===== src/rtl/fp_round_pack.sv =====
//==============================================================================
// Module   : fp_round_pack
// Brief    : 3-stage normalize / round / pack of the FPU adder's unrounded sum
//            into an IEEE-754 double, valid/ready on both sides, global stall.
//            Optional exception flags output `exc` when FP_ROUND_EXC_EN is defined.
// Revision : 1.0 - initial release
//==============================================================================
`default_nettype none

module fp_round_pack #(
    parameter int EXP_W  = 11,
    parameter int FRAC_W = 52,
    parameter int BIAS   = 1023
) (
    input  logic                    clk,
    input  logic                    rst,
    input  logic                    in_valid,
    output logic                    in_ready,
    input  logic                    ss,
    input  logic [EXP_W-1:0]        es,
    input  logic [FRAC_W+4:0]       fs,
    input  logic [FRAC_W+5:0]       fls,
    input  logic [1:0]              RM,
    output logic                    out_valid,
    input  logic                    out_ready,
    output logic [EXP_W+FRAC_W:0]   result
`ifdef FP_ROUND_EXC_EN
    ,
    output logic [3:0]              exc
`endif
);

    localparam int c_sig_w  = FRAC_W + 4;   // hidden + fraction + guard/round/sticky
    localparam int c_man_w  = FRAC_W + 1;
    localparam int c_iexp_w = EXP_W + 2;
    localparam int c_lz_w   = $clog2(c_sig_w + 1);
    localparam int c_e_ovf  = 2 * BIAS + 1;
    localparam int c_f_zero = FRAC_W + 5;
    localparam int c_f_inf  = FRAC_W + 4;
    localparam int c_f_nan  = FRAC_W + 3;
    localparam int c_f_inv  = FRAC_W + 2;
    localparam logic [EXP_W+FRAC_W:0] c_qnan =
        {1'b0, {EXP_W{1'b1}}, 1'b1, {(FRAC_W-1){1'b0}}};

    typedef struct packed {
        logic                       valid;
        logic                       sign;
        logic signed [c_iexp_w-1:0] exp;
        logic [c_sig_w-1:0]         sig;
        logic [1:0]                 rm;
        logic                       nan;
        logic                       inf;
        logic                       zero;
        logic                       zero_in;
        logic                       inv;
        logic [FRAC_W-1:0]          payload;
    } s1_t;

    typedef struct packed {
        logic                       valid;
        logic                       sign;
        logic signed [c_iexp_w-1:0] exp;
        logic [c_man_w-1:0]         man;
        logic [1:0]                 rm;
        logic                       nan;
        logic                       inf;
        logic                       zero;
        logic                       zero_in;
        logic                       inv;
        logic [FRAC_W-1:0]          payload;
        logic                       inexact;
    } s2_t;

    function automatic logic [c_lz_w-1:0] lzc(input logic [c_sig_w-1:0] v);
        logic [c_lz_w-1:0] n;
        n = c_lz_w'(c_sig_w);
        for (int i = 0; i < c_sig_w; i++)
            if (v[i]) n = c_lz_w'(c_sig_w - 1 - i);
        return n;
    endfunction

    s1_t                    s1_d, s1_q;
    s2_t                    s2_d, s2_q;
    logic                   out_valid_d, out_valid_q;
    logic [EXP_W+FRAC_W:0]  result_d, result_q;
    logic [3:0]             exc_d, exc_q;

    logic                   w_adv;
    logic [c_lz_w-1:0]      w_lz, w_shamt;
    logic [EXP_W:0]         w_es_m1, w_lz_ext;
    logic                   w_g, w_s, w_lsb, w_inc;
    logic [c_man_w:0]       w_sum;
    logic                   w_ovf, w_to_inf;
    logic [EXP_W+FRAC_W:0]  w_pack;
    logic [3:0]             w_exc;
    logic                   w_unused;

    assign w_adv     = !out_valid_q | out_ready;
    assign in_ready  = w_adv;
    assign out_valid = out_valid_q;
    assign result    = result_q;
    assign w_unused  = ^fls[FRAC_W+1:FRAC_W];
`ifdef FP_ROUND_EXC_EN
    assign exc       = exc_q;
`endif

    // Normalize: left shift is capped so the exponent never drops below 1.
    always_comb begin
        w_lz     = lzc(fs[c_sig_w-1:0]);
        w_es_m1  = {1'b0, es} - (EXP_W+1)'(1);
        w_lz_ext = (EXP_W+1)'(w_lz);
        w_shamt  = (w_lz_ext > w_es_m1) ? w_es_m1[c_lz_w-1:0] : w_lz;
        s1_d     = s1_q;
        if (w_adv) begin
            s1_d.valid   = in_valid;
            s1_d.sign    = ss;
            s1_d.rm      = RM;
            s1_d.nan     = fls[c_f_nan];
            s1_d.inf     = fls[c_f_inf];
            s1_d.inv     = fls[c_f_inv];
            s1_d.zero_in = fls[c_f_zero];
            s1_d.zero    = fls[c_f_zero] | ((fs == '0) & (fls[c_f_zero:c_f_inv] == 4'b0));
            s1_d.payload = fls[FRAC_W-1:0];
            if (fs[c_sig_w]) begin
                s1_d.sig = {fs[c_sig_w:2], fs[1] | fs[0]};
                s1_d.exp = $signed(c_iexp_w'(es)) + c_iexp_w'(1);
            end else if (es == '0) begin
                s1_d.sig = fs[c_sig_w-1:0];
                s1_d.exp = c_iexp_w'(1);
            end else begin
                s1_d.sig = fs[c_sig_w-1:0] << w_shamt;
                s1_d.exp = $signed(c_iexp_w'(es)) - $signed(c_iexp_w'(w_shamt));
            end
        end
    end

    // Round: a denormal carrying into the hidden bit already sits at exponent 1.
    always_comb begin
        w_g   = s1_q.sig[2];
        w_s   = s1_q.sig[1] | s1_q.sig[0];
        w_lsb = s1_q.sig[3];
        case (s1_q.rm)
            2'b00:   w_inc = w_g & (w_s | w_lsb);
            2'b01:   w_inc = 1'b0;
            2'b10:   w_inc = !s1_q.sign & (w_g | w_s);
            default: w_inc = s1_q.sign & (w_g | w_s);
        endcase
        w_sum = {1'b0, s1_q.sig[c_sig_w-1:3]} + (c_man_w+1)'(w_inc);
        s2_d  = s2_q;
        if (w_adv) begin
            s2_d.valid   = s1_q.valid;
            s2_d.sign    = s1_q.sign;
            s2_d.rm      = s1_q.rm;
            s2_d.nan     = s1_q.nan;
            s2_d.inf     = s1_q.inf;
            s2_d.zero    = s1_q.zero;
            s2_d.zero_in = s1_q.zero_in;
            s2_d.inv     = s1_q.inv;
            s2_d.payload = s1_q.payload;
`ifdef FP_ROUND_EXC_EN
            s2_d.inexact = w_g | w_s;
`else
            s2_d.inexact = 1'b0;
`endif
            if (w_sum[c_man_w]) begin
                s2_d.man = {1'b1, {FRAC_W{1'b0}}};
                s2_d.exp = s1_q.exp + c_iexp_w'(1);
            end else begin
                s2_d.man = w_sum[c_man_w-1:0];
                s2_d.exp = s1_q.exp;
            end
        end
    end

    // Pack, highest priority first.
    always_comb begin
        w_ovf = (s2_q.exp >= c_iexp_w'(c_e_ovf));
        case (s2_q.rm)
            2'b00:   w_to_inf = 1'b1;
            2'b01:   w_to_inf = 1'b0;
            2'b10:   w_to_inf = !s2_q.sign;
            default: w_to_inf = s2_q.sign;
        endcase
        w_exc = 4'b0;
        if (s2_q.nan | s2_q.inv) begin
            w_pack = c_qnan | {{(EXP_W+1){1'b0}}, s2_q.payload};
            w_exc  = {s2_q.inv, 3'b000};
        end else if (s2_q.inf) begin
            w_pack = {s2_q.sign, {EXP_W{1'b1}}, {FRAC_W{1'b0}}};
        end else if (s2_q.zero) begin
            w_pack = {s2_q.zero_in ? s2_q.sign : (s2_q.rm == 2'b11), {(EXP_W+FRAC_W){1'b0}}};
        end else if (w_ovf) begin
            w_pack = w_to_inf ? {s2_q.sign, {EXP_W{1'b1}}, {FRAC_W{1'b0}}}
                              : {s2_q.sign, {(EXP_W-1){1'b1}}, 1'b0, {FRAC_W{1'b1}}};
            w_exc  = 4'b0101;
        end else if (!s2_q.man[FRAC_W]) begin
            w_pack = {s2_q.sign, {EXP_W{1'b0}}, s2_q.man[FRAC_W-1:0]};
            w_exc  = {2'b00, s2_q.inexact, s2_q.inexact};
        end else begin
            w_pack = {s2_q.sign, s2_q.exp[EXP_W-1:0], s2_q.man[FRAC_W-1:0]};
            w_exc  = {3'b000, s2_q.inexact};
        end
        out_valid_d = out_valid_q;
        result_d    = result_q;
        exc_d       = exc_q;
        if (w_adv) begin
            out_valid_d = s2_q.valid;
            if (s2_q.valid) begin
                result_d = w_pack;
`ifdef FP_ROUND_EXC_EN
                exc_d    = w_exc;
`endif
            end
        end
    end

    always_ff @(posedge clk) begin
        if (rst) begin
            s1_q        <= '0;
            s2_q        <= '0;
            out_valid_q <= 1'b0;
            result_q    <= '0;
            exc_q       <= 4'b0;
        end else begin
            s1_q        <= s1_d;
            s2_q        <= s2_d;
            out_valid_q <= out_valid_d;
            result_q    <= result_d;
            exc_q       <= exc_d;
        end
    end

endmodule

`default_nettype wire


===== config.mk =====
export PLATFORM = sky130hd
export DESIGN_NAME = fp_round_pack
export DESIGN_NICKNAME = d
export VERILOG_FILES = /design/src/rtl/fp_round_pack.sv
export SDC_FILE = /design/constraint.sdc
export NUM_CORES = 1
export LEC_CHECK = 0
export BUFFER_PORTS_ARGS = -buffer_cell sky130_fd_sc_hd__buf_4
export CORE_ASPECT_RATIO = 0.9
export CORE_MARGIN = 4
export CORE_UTILIZATION = 29
export DETAILED_ROUTE_END_ITERATION = 6
export PLACE_DENSITY = 0.47
export SLEW_MARGIN = 20
export SYNTH_ARGS = -nofsm -noshare
export SYNTH_HDL_FRONTEND = slang
export SYNTH_SLANG_ARGS = --single-unit

===== constraint.sdc =====
create_clock -name clk -period 16.1 [get_ports clk]
set_clock_uncertainty 0.05 [all_clocks]
set_input_delay 0.805 -clock clk [delete_from_list [all_inputs] [get_ports clk]]
set_output_delay 0.805 -clock clk [all_outputs]
set_load 0.05 [all_outputs]

==> qor.yml <==
postCtsSetupBuffers: 0
switching_share_pct: 31.1
die_w_um: 281
synth_top_area_share_pct: 33.0
synth.most_common_cell: "nand2_1"
cts_buffers: 36
row_count: 89
clk_pin_slew_worst_paths_ns: 0.06
synth-main-ff-cell: "dfxtp_1"
drv_cap: 0
postSynthCellCount: 2691
start_util_pct: 29.4
finalWorstSetupSlack_ns: 8.76
endpoint_kind: "flop"
clk_path_buf_depth: 3
place_ws_ns: 8.61
antenna_found_initial: 3
via_per_inst: 5.90
synth_xor_area_share_pct: 2.93
cts_resized: 0
cp-start-kind: "primary input"
synth_top_family_by_area: "compound AO/OA/AOI/OAI gates"
syn_avg_cell_area_um2: 7.21
drtAntennaViolNets: 0
syn_nets: 2843
grt_max_degree: 142
grt_usage_pct: 24.8
switchingPower_uw: 687
synth_area_leaders: "dfxtp_1 (33%), a21oi_1 (8.1%), nand2_1 (7.6%)"
grt_pass1_vias: 20200
diodes: 0
dpl_cell_area_um2: 21400
pwr-share-seq_pct: 40.3
rsz0062_at_grt: "false"
drive_above_1_share_pct: 12.9
synthMuxAreaShare_pct: 3.89
synth_compound_area_share_pct: 29.4
irDropWorstVdd_mv: 0.0755
ys_warn_count: 0
syn-cell-area_um2: 19400
async_reset_ff_share_pct: 0
ys_seq_area_share_pct: 33.0
syn2layout_area_growth_pct: 17.1
p_leak_nw: 8.58
outcome: "completed"
drt_iter0_drc: 2218
fin_setup_tns_ns: 0
grt_overflow: 0
p_clk_share_pct: 39.7
min_period_ns: 7.34
cp.required_ns: 16.46
arrival_ns: 7.70
slew_headroom_pct: 16.4
post-route-period-util_pct: 45.6
dp_hpwl_um: 65500
htree_levels: 2
yosysTopAreaCell: "dfxtp_1"
root_buffer: "clkbuf_16"
insertion_delay_ns: 0.53
synth_edf_count: 0
core-area_um2: 65900
die_area_um2: 71100
synth_cell_types: 85
via_count: 21400
fin_nets: 2882
synthSimpleGateAreaFrac_pct: 24.0
synth-seq-cells: 320
slew_violations: 0
min_path_type: "reg2reg"
p_int_mw: 1.52
die_h_um: 253
fmax_ghz: 0.136
setup_viol: 0
hold_buffers: 0
port_buffers: 195
ioPinCount: 199
combPwrFrac_pct: 20.0
path_max_fanout: 45
cts_tree: "yes"
worstSetupPathType: "in2reg"
cts_sinks: 320
drc: 0
pwr_density_cell_nw_per_um2: 97.2
total_power_mw: 2.21
drtPass1Iterations: 6
worst_pin_slew_ns: 1.22
final_area_um2: 22700
grt_first_pass_wirelength_um: 135000
hold_viol_final: 0
synth_top_cells_by_count: "nand2_1 (394), dfxtp_1 (320), a21oi_1 (313), nor2_1 (301), clkbuf_1 (210)"
wirelength_um: 91900
place.gp.congestion: 0.971
synth-adder-area-share_pct: 1.26
wl_per_cell_um: 25.4
cells by family (layout without fill, tap and decap cells):
logic type / count (synthesis) / in the layout
flip-flops: 320 / 320
AO/OA/AOI/OAI: 901 / 901
multiplexers: 61 / 61
adder cells (fa/ha/maj): 19 / 19
XOR/XNOR: 65 / 65
AND/OR/NAND/NOR: 1047 / 1047
buffers and inverters: 278 / 343
metrics by stage:
stage / util (%) / std cells / hold slack [ns]
4_1_cts: 34.4 / 3619 / 0.401
5_1_grt: 34.5 / 3620 / 0.417
2_1_floorplan: - / 2691 / 0.377
3_5_place_dp: 32.5 / 3555 / 0.394
3_3_place_gp: 32.5 / 3555 / 0.390
6_report: 34.5 / 3620 / 0.399
final cells by class:
class,instances,area [um2]
sequential,320,6410
timing repair buffer,245,1870
multi-input combinational,2093,12000
inverter,34,135
tap,864,1080
fill,7077,43200
clock inverter,12,185
clock buffer,52,1070
critical path: stages:
cell and delay, ns:
buf_4 0.17, nor4_1 0.89, and2_1 0.30, o2111ai_1 0.15, a21oi_1 0.37, ha_1 0.31, a2111oi_0 0.46, a211oi_2 0.26
a2111o_1 0.42, buf_4 0.27, nand2_1 0.15, buf_4 0.41, inv_2 0.39, a311oi_1 0.97, o22ai_1 0.19, nor2_1 0.65
o31ai_1 0.16, o31a_1 0.29
power by group through the flow:
stage          combinational [mW]  sequential (mW)  clock, mW
2_1_floorplan               0.236            0.919          0
3_3_place_gp                0.436            0.906          0
3_5_place_dp                0.435            0.907          0
4_1_cts                     0.437            0.890      0.901
5_1_grt                     0.475            0.896      0.929
6_report                    0.443            0.890      0.876
sequential cells by signal, summed over array words and instances (netlist names):
signal	cells
result	64
s1_q	129
s2_q	126
out_valid	1
layout by cell type, fill, tap and decap left out, drive strengths merged, types with 13 or more instances in the layout:
| cell | netlist | routed |
|---|---|---|
| nand4 | 25 | 25 |
| nand3 | 76 | 76 |
| nor3 | 96 | 96 |
| dfxtp | 320 | 320 |
| nor4 | 20 | 20 |
| xor2 | 40 | 40 |
| a21oi | 313 | 313 |
| buf | 34 | 245 |
| and3 | 40 | 40 |
| o211ai | 35 | 35 |
| a221oi | 25 | 25 |
| mux2 | 15 | 15 |
| ha | 18 | 18 |
| xnor2 | 25 | 25 |
| o22ai | 27 | 27 |
| o21ai | 189 | 189 |
| a311oi | 16 | 16 |
| a211oi | 127 | 127 |
| mux2i | 36 | 36 |
| nor2b | 13 | 13 |
| nor2 | 303 | 303 |
| or3 | 32 | 32 |
| inv | 32 | 34 |
| clkbuf | 210 | 52 |
| nand2 | 394 | 394 |
| nand2b | 14 | 14 |
| a22oi | 42 | 42 |
worst paths after layout:
check               to  slack [ns]     start  depth (start not counted)
max          s1_q[110]        8.76    fs[33]                         18
min           s2_q[34]        0.40  s2_q[34]                          2
max reg2reg  s2_q[121]       11.96  s1_q[58]                         15
min reg2reg   s2_q[34]        0.40  s2_q[34]                          2
metal layers:
layer	track usage (%)	vias to the layer above	part of all wire, %
met5	0.540	-	0.11
met1	33.9	10500	44
li1	-	9839	-
met3	4.48	139	7.0
met2	40.5	837	46
met4	6.40	10	2.5
Note: power is estimated with default switching activity, not from simulation.
